`src/rtl/fir_pkg.sv`:
```
// Shared definitions for the FIR front end: default sample width,
// feeder state encoding and the signed sample type used by firfilter.
package fir_pkg;

    localparam int FIR_DATA_SIZE = 9;

    typedef enum logic {
        IDLE = 1'b0,
        RUN  = 1'b1
    } feeder_state_t;

    typedef logic signed [FIR_DATA_SIZE-1:0] sample_t;

endpackage

```
`src/rtl/sync_fifo.sv`:
```
// Single-clock FIFO: storage, wrapping pointers and an occupancy count.
// full/empty are derived from the registered count.
module sync_fifo #(
    parameter int WIDTH = 9,
    parameter int DEPTH = 8
) (
    input  logic             clk,
    input  logic             rst,
    input  logic             push,
    input  logic [WIDTH-1:0] wr_data,
    input  logic             pop,
    output logic [WIDTH-1:0] rd_data,
    output logic             full,
    output logic             empty
);

    localparam int AW = (DEPTH > 1) ? $clog2(DEPTH) : 1;
    localparam logic [AW:0] FULL_COUNT = (AW+1)'(DEPTH);

    logic [WIDTH-1:0] mem [DEPTH];
    logic [AW-1:0]    wr_ptr;
    logic [AW-1:0]    rd_ptr;
    logic [AW:0]      count;
    logic             do_push;
    logic             do_pop;

    assign full    = (count == FULL_COUNT);
    assign empty   = (count == '0);
    assign do_push = push && !full;
    assign do_pop  = pop && !empty;
    assign rd_data = mem[rd_ptr];

    // Sample storage; contents need no reset since count gates every read.
    always_ff @(posedge clk) begin
        if (do_push) begin
            mem[wr_ptr] <= wr_data;
        end
    end

    // Pointers wrap naturally on the power-of-two depth; count tracks occupancy.
    always_ff @(posedge clk or posedge rst) begin
        if (rst) begin
            wr_ptr <= '0;
            rd_ptr <= '0;
            count  <= '0;
        end else begin
            if (do_push) begin
                wr_ptr <= wr_ptr + AW'(1);
            end
            if (do_pop) begin
                rd_ptr <= rd_ptr + AW'(1);
            end
            case ({do_push, do_pop})
                2'b10:   count <= count + (AW+1)'(1);
                2'b01:   count <= count - (AW+1)'(1);
                default: count <= count;
            endcase
        end
    end

endmodule

```
`src/rtl/fir_sample_feeder.sv`:
```
// Paces FIFO-buffered producer samples into firfilter as one-cycle
// data/data_ready strobes every SAMPLE_PERIOD clocks, flagging underruns.
// Optional feature macro: FIR_FEEDER_ZERO_FILL_EN (zero-valued strobe on underrun).
module fir_sample_feeder
    import fir_pkg::*;
#(
    parameter int DATA_SIZE     = FIR_DATA_SIZE,
    parameter int FIFO_DEPTH    = 8,
    parameter int SAMPLE_PERIOD = 10
) (
    input  logic                        clk,
    input  logic                        rst,
    input  logic                        enable,
    input  logic signed [DATA_SIZE-1:0] in_data,
    input  logic                        in_valid,
    output logic                        in_ready,
    output logic signed [DATA_SIZE-1:0] data,
    output logic                        data_ready,
    output logic                        underrun
);

    localparam int CW = (SAMPLE_PERIOD > 1) ? $clog2(SAMPLE_PERIOD) : 1;
    localparam logic [CW-1:0] LAST = CW'(SAMPLE_PERIOD - 1);

    feeder_state_t               state;
    feeder_state_t               state_next;
    logic [CW-1:0]               cnt;
    logic                        full;
    logic                        empty;
    logic                        push;
    logic                        pop;
    logic                        tick;
    logic                        start;
    logic signed [DATA_SIZE-1:0] head;

    assign in_ready = !full;
    assign push     = in_valid && !full;
    assign pop      = tick && !empty;

    sync_fifo #(
        .WIDTH (DATA_SIZE),
        .DEPTH (FIFO_DEPTH)
    ) u_fifo (
        .clk     (clk),
        .rst     (rst),
        .push    (push),
        .wr_data (in_data),
        .pop     (pop),
        .rd_data (head),
        .full    (full),
        .empty   (empty)
    );

    // Feeder state register.
    always_ff @(posedge clk or posedge rst) begin
        if (rst) begin
            state <= IDLE;
        end else begin
            state <= state_next;
        end
    end

    // Next state; a tick exists only in RUN with enable high at counter zero.
    always_comb begin
        state_next = state;
        tick       = 1'b0;
        start      = 1'b0;
        case (state)
            IDLE: begin
                if (enable && !empty) begin
                    state_next = RUN;
                    start      = 1'b1;
                end
            end
            RUN: begin
                if (!enable) begin
                    state_next = IDLE;
                end else begin
                    tick = (cnt == '0);
                end
            end
            default: state_next = IDLE;
        endcase
    end

    // Period counter, registered outputs and sticky underrun flag.
    always_ff @(posedge clk or posedge rst) begin
        if (rst) begin
            cnt        <= '0;
            data       <= '0;
            data_ready <= 1'b0;
            underrun   <= 1'b0;
        end else begin
            data_ready <= 1'b0;
            if (start) begin
                cnt <= '0;
            end else if (state == RUN && enable) begin
                cnt <= (cnt == LAST) ? '0 : cnt + CW'(1);
            end
            if (tick) begin
                if (!empty) begin
                    data       <= head;
                    data_ready <= 1'b1;
                end else begin
                    underrun <= 1'b1;
`ifdef FIR_FEEDER_ZERO_FILL_EN
                    data       <= '0;
                    data_ready <= 1'b1;
`endif
                end
            end
        end
    end

endmodule

```
`config.mk`:
```
export PLATFORM = sky130hd
export DESIGN_NAME = fir_sample_feeder
export DESIGN_NICKNAME = d
export VERILOG_FILES = /design/src/rtl/fir_pkg.sv /design/src/rtl/sync_fifo.sv /design/src/rtl/fir_sample_feeder.sv
export SDC_FILE = /design/constraint.sdc
export NUM_CORES = 1
export LEC_CHECK = 0
export CORE_ASPECT_RATIO = 1.1
export CORE_MARGIN = 1
export CORE_UTILIZATION = 35
export CTS_CLUSTER_DIAMETER = 80
export DETAILED_ROUTE_END_ITERATION = 7
export PLACE_DENSITY = 0.62
export SYNTH_ARGS = -nofsm -noshare
export SYNTH_HDL_FRONTEND = slang
export SYNTH_HIERARCHICAL = 1
export SYNTH_SLANG_ARGS = --single-unit
```
`constraint.sdc`:
```
create_clock -name clk -period 5.92 [get_ports clk]
set_clock_uncertainty 0.2 [all_clocks]
set_input_delay 1.184 -clock clk [delete_from_list [all_inputs] [get_ports clk]]
set_output_delay 1.184 -clock clk [all_outputs]
set_load 0.05 [all_outputs]
```
==> impl_metrics.sql, run 1 <==
INSERT INTO impl_metrics (metric_group, metric, value, unit) VALUES
('power', 'power.ir.vdd_worst', '0.1831', 'mV'),
('logic_synthesis', 'synth.distinct_cells', '45', ''),
('logic_synthesis', 'seq_total_area_yosys', '67.79', '%'),
('floorplan', 'initial_core_utilization', '36.11', '%'),
('power', 'share_clk_of_total_power', '25.0', '%'),
('critical_path', 'largest_stage_delay_on_the_critical_path', '0.56', 'ns'),
('critical_path', 'slowest_cell_on_crit_path', 'nor4_4', ''),
('timing', 'setup_violations', '0', ''),
('critical_path', 'number_of_cell_instances_on_the_worst_register_to_register_path', '11', ''),
('critical_path', 'crit_arrival', '4.16', 'ns'),
('cells_and_area', 'insertedDiodeCount', '0', ''),
('logic_synthesis', 'synthMostInstantiatedCell', 'edfxtp_1', ''),
('routing', 'num_vias', '2025', ''),
('critical_path', 'crit_path_cell_trace', 'clkdlybuf4s50_1 > nand2_1 > nor4_4 > o41ai_2 > inv_1 > ha_1 > ha_1 > or4b_1 > o311ai_0 > o211ai_1', ''),
('cts', 'tritoncts', 'yes', ''),
('power', 'intPower', '1641', 'uW'),
('cts', 'clk_pin_slew', '0.07', 'ns'),
('global_routing', 'antenna_found_initial', '0', ''),
('timing', 'final.min_clock_period', '4.150', 'ns'),
('logic_synthesis', 'synthArstFlopShare', '26.53', '%'),
('timing', 'fin_crit_sh', '70.11', '%'),
('flow_run', 'max_cap_violations', '0', ''),
('cells_and_area', 'syn2layout_area_growth', '17.07', '%'),
('timing', 'max_freq', '240.9', 'MHz'),
('routing', 'detailed_routing_wirelength_on_met1', '3152', 'microns'),
('cells_and_area', 'drive_above_1_share', '19.92', '%'),
('logic_synthesis', 'synth_nets', '248', ''),
('critical_path', 'top_cell_by_count_worst_path', 'ha_1', ''),
('critical_path', 'worstSetupEndpoint', 'u_fifo/count[3]', ''),
('routing', 'route.detailed.vias_per_inst', '4.927', ''),
('cts', 'tritoncts.num_buffers', '9', ''),
('global_routing', 'grt_pass1_wl', '11050', 'microns'),
('logic_synthesis', 'yosys_most_used_dff', 'edfxtp_1', ''),
('routing', 'avgRoutedWirePerCell', '16.94', 'microns'),
('critical_path', 'worstPathMaxFanout', '11', ''),
('power', 'leakage', '0.001739', 'uW'),
('routing', 'post-route-drc-count', '0', ''),
('timing', 'whs', '0.2726', 'ns'),
('logic_synthesis', 'synth_cell_count_leaders', '72 x edfxtp_1, 26 x dfrtp_1, 15 x inv_1', ''),
('power', 'power_switching', '751.7', 'uW'),
('routing', 'wl_met2', '3428', 'microns'),
('outcome', 'outcome', 'completed', ''),
('critical_path', 'crit_type', 'in -> reg', ''),
('cts', 'cts_setup_buffers', '0', ''),
('power', 'p_seq_share', '42.7', '%'),
('placement', 'place_congestion', '0.8319', ''),
('timing', 'relSlewSlack', '32.04', '%'),
('global_routing', 'overflow', '0', ''),
('power', 'totalPowerFinal', '2392', 'uW'),
('power', 'power.share.combinational', '32.3', '%'),
('routing', 'route.antenna.remaining_nets', '0', ''),
('cts', 'postCtsResizedCells', '0', ''),
('timing', 'timing.setup.tns', '0', 'ns'),
('logic_synthesis', 'post_synth_instance_area', '0.004149', 'sq mm'),
('critical_path', 'r2r_setup_slack', '2.42', 'ns'),
('power', 'switch_share', '31.42', '%'),
('global_routing', 'pin_count_of_the_biggest_net_entering_global_routing', '21', ''),
('min_path', 'holdCritPathClass', 'reg -> reg', ''),
('global_routing', 'global_route.usage.total', '12.36', '%'),
('floorplan', 'rows', '41', ''),
('critical_path', 'critPathRequiredTime', '5.93', 'ns'),
('timing', 'rsz0062_at_grt', 'false', ''),
('floorplan', 'floorplan.die.height', '116.2', 'microns'),
('critical_path', 'critPathLaunchType', 'input pin', ''),
('critical_path', 'endpoint_type_of_the_worst_setup_path', 'flop', ''),
('floorplan', 'design.die.area', '0.01229', 'sq mm'),
('routing', 'route.top_layer_used', 'met4', ''),
('logic_synthesis', 'synth_area_leaders', 'edfxtp_1 52%, dfrtp_1 16%, mux4_1 5.7%', ''),
('cts', 'ctsRootBufferMaster', 'clkbuf_16', ''),
('logic_synthesis', 'synthDominantAreaCellType', 'edfxtp_1', ''),
('cells_and_area', 'final_net_count', '278', '');
sequential cells by signal, summed over array words and instances (netlist names):
signal,count
cnt,4
data,9
data_ready,1
state,1
u_fifo/count,4
u_fifo/mem,72
u_fifo/rd_ptr,3
u_fifo/wr_ptr,3
underrun,1
metrics by stage:
stage / area [sq um] / setup WS, ns / utilization, % / instances
2_1_floorplan: 4149 / 2.309 / - / 226
3_3_place_gp: 4546 / 1.502 / 39.56 / 395
6_report: 4857 / 1.770 / 42.27 / 411
4_1_cts: 4857 / 1.739 / 42.27 / 411
3_5_place_dp: 4546 / 1.373 / 39.56 / 395
5_1_grt: 4857 / 1.479 / 42.27 / 411
area by class of cell:
class                      instances  area, sq um
timing repair buffer              25        247.7
clock inverter                     5        78.83
tap                              150        187.7
inverter                          15        56.30
fill                            1019         6634
clock buffer                      11        232.7
multi-input combinational        107         1241
sequential                        98         2813
metal layers:
metal,vias to the layer above,global-route usage (%)
li1,943,-
met1,1034,15.50
met5,-,0
met2,38,20.48
met3,10,2.567
met4,0,6.389
placed cells by master, fill, tap and decap left out, types with 2 or more instances in the layout:
cell type / n
clkbuf_16: 9
mux2_4: 9
ha_1: 8
a21oi_1: 2
mux2_2: 10
inv_1: 15
dfrtp_1: 26
clkdlybuf4s50_1: 24
mux4_1: 9
nor3_2: 2
mux2i_1: 2
xnor2_1: 5
mux4_2: 9
nor2_1: 7
o22ai_1: 2
nand2_1: 9
bufinv_16: 2
edfxtp_1: 72
nand3_1: 5
nand2b_1: 3
clkbuf_1: 2
nor3b_1: 2
clkinv_2: 2
cell families (layout without fill, tap and decap cells):
| logic type | count (synthesis) | after routing | share of synthesized area (%) |
|---|---|---|---|
| AO/OA/AOI/OAI | 13 | 13 | 2.564 |
| XOR/XNOR | 6 | 6 | 1.267 |
| adder cells (fa/ha/maj) | 9 | 9 | 2.895 |
| buffers and inverters | 21 | 56 | 2.533 |
| flip-flops | 98 | 98 | 67.79 |
| multiplexers | 40 | 40 | 17.31 |
| AND/OR/NAND/NOR | 39 | 39 | 5.640 |
worst min path at each step:
stage	cells after the start	startpoint	slack [ns]	endpoint
6_report	2	underrun	0.27	underrun
5_1_grt	2	underrun	0.32	underrun
4_1_cts	2	underrun	0.28	underrun
3_5_place_dp	2	underrun	0.26	underrun
3_3_place_gp	2	underrun	0.26	underrun
2_1_floorplan	1	u_fifo/wr_ptr[0]	0.28	u_fifo/wr_ptr[0]
worst max-delay path, delay by kind of cell:
kind / cells / cell delay, ns
compound gates: 3 / 0.47
fa+ha+maj: 2 / 0.68
buf+inv: 2 / 0.66
simple gates: 3 / 1.17
power groups by stage:
| stage | clock (uW) | sequential [uW] | combinational, uW |
|---|---|---|---|
| after floorplan | 0 | 1080 | 524 |
| final | 597 | 1020 | 774 |
| after global placement | 0 | 1030 | 767 |
| after detailed placement | 0 | 1040 | 782 |
| after global routing | 639 | 1040 | 834 |
| after CTS | 612 | 1020 | 784 |
No activity file was read; power rests on OpenSTA's default activity.
==> run 2: changes to the inputs <==
Settings changed: PLACE_DENSITY 0.62 to 0.64.
Clock period 5.92 ns to 3.41 ns, I/O delays scaled along.
==> impl_metrics.sql, run 2 (synthesis results as in run 1) <==
INSERT INTO impl_metrics (metric_group, metric, value, unit) VALUES
('cts', 'clk_pin_slew', '0.07', 'ns'),
('critical_path', 'r2r_setup_slack', '0.37', 'ns'),
('global_routing', 'overflow', '0', ''),
('placement', 'hpwl', '4630', 'microns'),
('cts', 'clkLatencyLatePin', '0.33', 'ns'),
('critical_path', 'endpoint_type_of_the_worst_setup_path', 'primary output', ''),
('timing', 'tightest_slew', '0.8645', 'ns'),
('floorplan', 'core_area', '0.01149', 'sq mm'),
('floorplan', 'fp.dieW', '105.8', 'microns'),
('cells_and_area', 'largest_reg_flops', '72', ''),
('routing', 'route.detailed.vias_per_inst', '4.960', ''),
('cells_and_area', 'insertedDiodeCount', '0', ''),
('floorplan', 'rows', '41', ''),
('critical_path', 'number_of_cell_instances_on_the_worst_register_to_register_path', '9', ''),
('cells_and_area', 'layout.cells.most_common', 'edfxtp_1', ''),
('routing', 'avgRoutedWirePerCell', '16.71', 'microns'),
('routing', 'detail_route.iter0.violations', '146', ''),
('cells_and_area', 'layout_common_cells', '72 x edfxtp_1, 26 x dfrtp_1, 24 x clkdlybuf4s50_1', ''),
('critical_path', 'crit_type', 'reg -> out', ''),
('power', 'p_per_area', '834.0', 'mW/mm^2'),
('power', 'leakage', '0.001780', 'uW'),
('placement', 'place_congestion', '0.8219', ''),
('global_routing', 'grt_pass1_vias', '2112', ''),
('critical_path', 'crit_path_cell_trace', 'or4b_4 > inv_1 > inv_1 > clkdlybuf4s50_1', ''),
('cells_and_area', 'drive_above_1_share', '22.79', '%'),
('cells_and_area', 'biggestRegsByFlops', 'u_fifo/mem (72), data (9)', ''),
('global_routing', 'grt_pass1_wl', '11460', 'microns'),
('power', 'share_clk_of_total_power', '23.3', '%'),
('global_routing', 'pin_count_of_the_biggest_net_entering_global_routing', '21', ''),
('timing', 'relSlewSlack', '42.36', '%'),
('timing', 'fin_crit_sh', '92.05', '%'),
('timing', 'number_of_hold_violations_in_the_final_report', '0', ''),
('cts', 'htreeDepth', '3', ''),
('routing', 'num_vias', '2093', ''),
('routing', 'post-route-drc-count', '0', ''),
('flow_run', 'max_cap_violations', '0', ''),
('power', 'switch_share', '32.89', '%'),
('critical_path', 'slowest_cell_on_crit_path', 'clkdlybuf4s50_1', ''),
('global_routing', 'global_route.usage.total', '12.80', '%'),
('cts', 'ctsRootBufferMaster', 'clkbuf_16', ''),
('power', 'intPower', '2745', 'uW'),
('routing', 'routed_wl', '7051', 'microns'),
('placement', 'place_ws', '-0.05641', 'ns'),
('cells_and_area', 'area.sequential', '0.002813', 'sq mm'),
('critical_path', 'top_cell_by_count_worst_path', 'inv_1', ''),
('routing', 'route.antenna.remaining_nets', '0', ''),
('power', 'power.share.combinational', '33.8', '%'),
('cts', 'tritoncts', 'yes', ''),
('critical_path', 'critPathRequiredTime', '2.53', 'ns'),
('timing', 'final.min_clock_period', '3.139', 'ns'),
('floorplan', 'floorplan.die.height', '116.2', 'microns'),
('cells_and_area', 'instances_no_fill', '422', ''),
('cts', 'cts_setup_buffers', '0', ''),
('critical_path', 'worstPathMaxFanout', '7', ''),
('timing', 'post-route-worst-setup-slack', '0.2709', 'ns'),
('placement', 'numPlacedInstances', '406', ''),
('timing', 'drv_slew', '0', ''),
('power', 'power_switching', '1345', 'uW'),
('placement', 'port-buffer-count', '24', ''),
('cells_and_area', 'max_flop_register', 'u_fifo/mem', ''),
('cts', 'cts.path.max_buffers', '2', ''),
('power', 'power.ir.vdd_worst', '0.3954', 'mV'),
('cts', 'tritoncts.num_buffers', '9', ''),
('critical_path', 'crit_arrival', '2.26', 'ns'),
('cells_and_area', 'final_net_count', '289', ''),
('floorplan', 'boundaryPins', '25', ''),
('cts', 'cts_num_sinks', '98', ''),
('min_path', 'holdCritPathClass', 'reg -> reg', ''),
('routing', 'drt_pass1_iterations', '4', ''),
('outcome', 'outcome', 'completed', ''),
('timing', 'setup_violations', '0', ''),
('floorplan', 'design.die.area', '0.01229', 'sq mm'),
('min_path', 'holdPathStages', '2', ''),
('floorplan', 'initial_core_utilization', '36.11', '%'),
('timing', 'rsz0062_at_grt', 'false', ''),
('power', 'p_seq_share', '43.0', '%'),
('critical_path', 'critPathLaunchType', 'flop', ''),
('cells_and_area', 'syn2layout_area_growth', '18.18', '%'),
('cells_and_area', 'multi_input_comb_area', '0.001231', 'sq mm'),
('timing', 'max_freq', '318.6', 'MHz'),
('cts', 'postCtsResizedCells', '0', ''),
('cells_and_area', 'fillCellCount', '1024', ''),
('global_routing', 'antenna_found_initial', '0', ''),
('cts', 'ctsHoldBuffers', '0', ''),
('critical_path', 'largest_stage_delay_on_the_critical_path', '0.69', 'ns');
run 2: cell types whose count changed in the layout (fill, tap and decap cells not counted), moves of 2 or more:
cell       before  now
nor3_2          2    0
nor3_1          0    2
clkbuf_1        2    0
buf_4           1   12
clkinv_2        2    0
bufinv_16       2    0
inv_8           0    2
inv_6           0    2
run 2: routing by layer:
layer,vias to the layer above,wire (microns),track usage (%)
li1,966,-,-
met1,1083,3087,15.94
met2,42,3662,21.83
met3,2,264,3.516
met4,0,37,4.167
met5,-,0,0
run 2: stage by stage:
step                       TNS, ns  hold WS, ns  util (%)  instance area, sq um  power [uW]
final                            0       0.2613     42.67                  4903        4090
after detailed placement  -0.05641       0.2519     40.19                  4618        3191
after global routing             0       0.3180     42.67                  4903        4316
after global placement           0       0.2535     40.19                  4618        3146
after CTS                        0       0.2686     42.67                  4903        4153
after floorplan                  0       0.2837         -                  4149        2791
run 2: cell type report:
class	instances	share of cell area, %
multi-input combinational	107	25.11
clock buffer	9	4.593
sequential	98	57.36
timing repair buffer	36	6.736
clock inverter	7	1.225
inverter	15	1.148
tap	150	3.828
run 2: worst paths after layout:
| kind | startpoint | end |
|---|---|---|
| setup / recovery | u_fifo/count[0] | in_ready |
| hold / removal | underrun | underrun |
| setup reg to reg | u_fifo/count[0] | u_fifo/count[3] |
| hold reg to reg | underrun | underrun |
| max in group asynchronous | rst | cnt[1] |
| min in group asynchronous | rst | u_fifo/wr_ptr[1] |
run 2: worst max-delay path, delay by kind of cell (launching register included):
family	cells	cell delay, ns
buffers and inverters	3	0.82
AND/OR/NAND/NOR	1	0.62
flip-flops	1	0.48
run 2: power groups by stage:
stage / combinational [uW] / sequential [uW] / clock [uW]
after detailed placement: 1400 / 1790 / 0
after global routing: 1490 / 1800 / 1030
final: 1380 / 1760 / 951
after floorplan: 910 / 1880 / 0
after global placement: 1370 / 1780 / 0
after CTS: 1400 / 1770 / 982
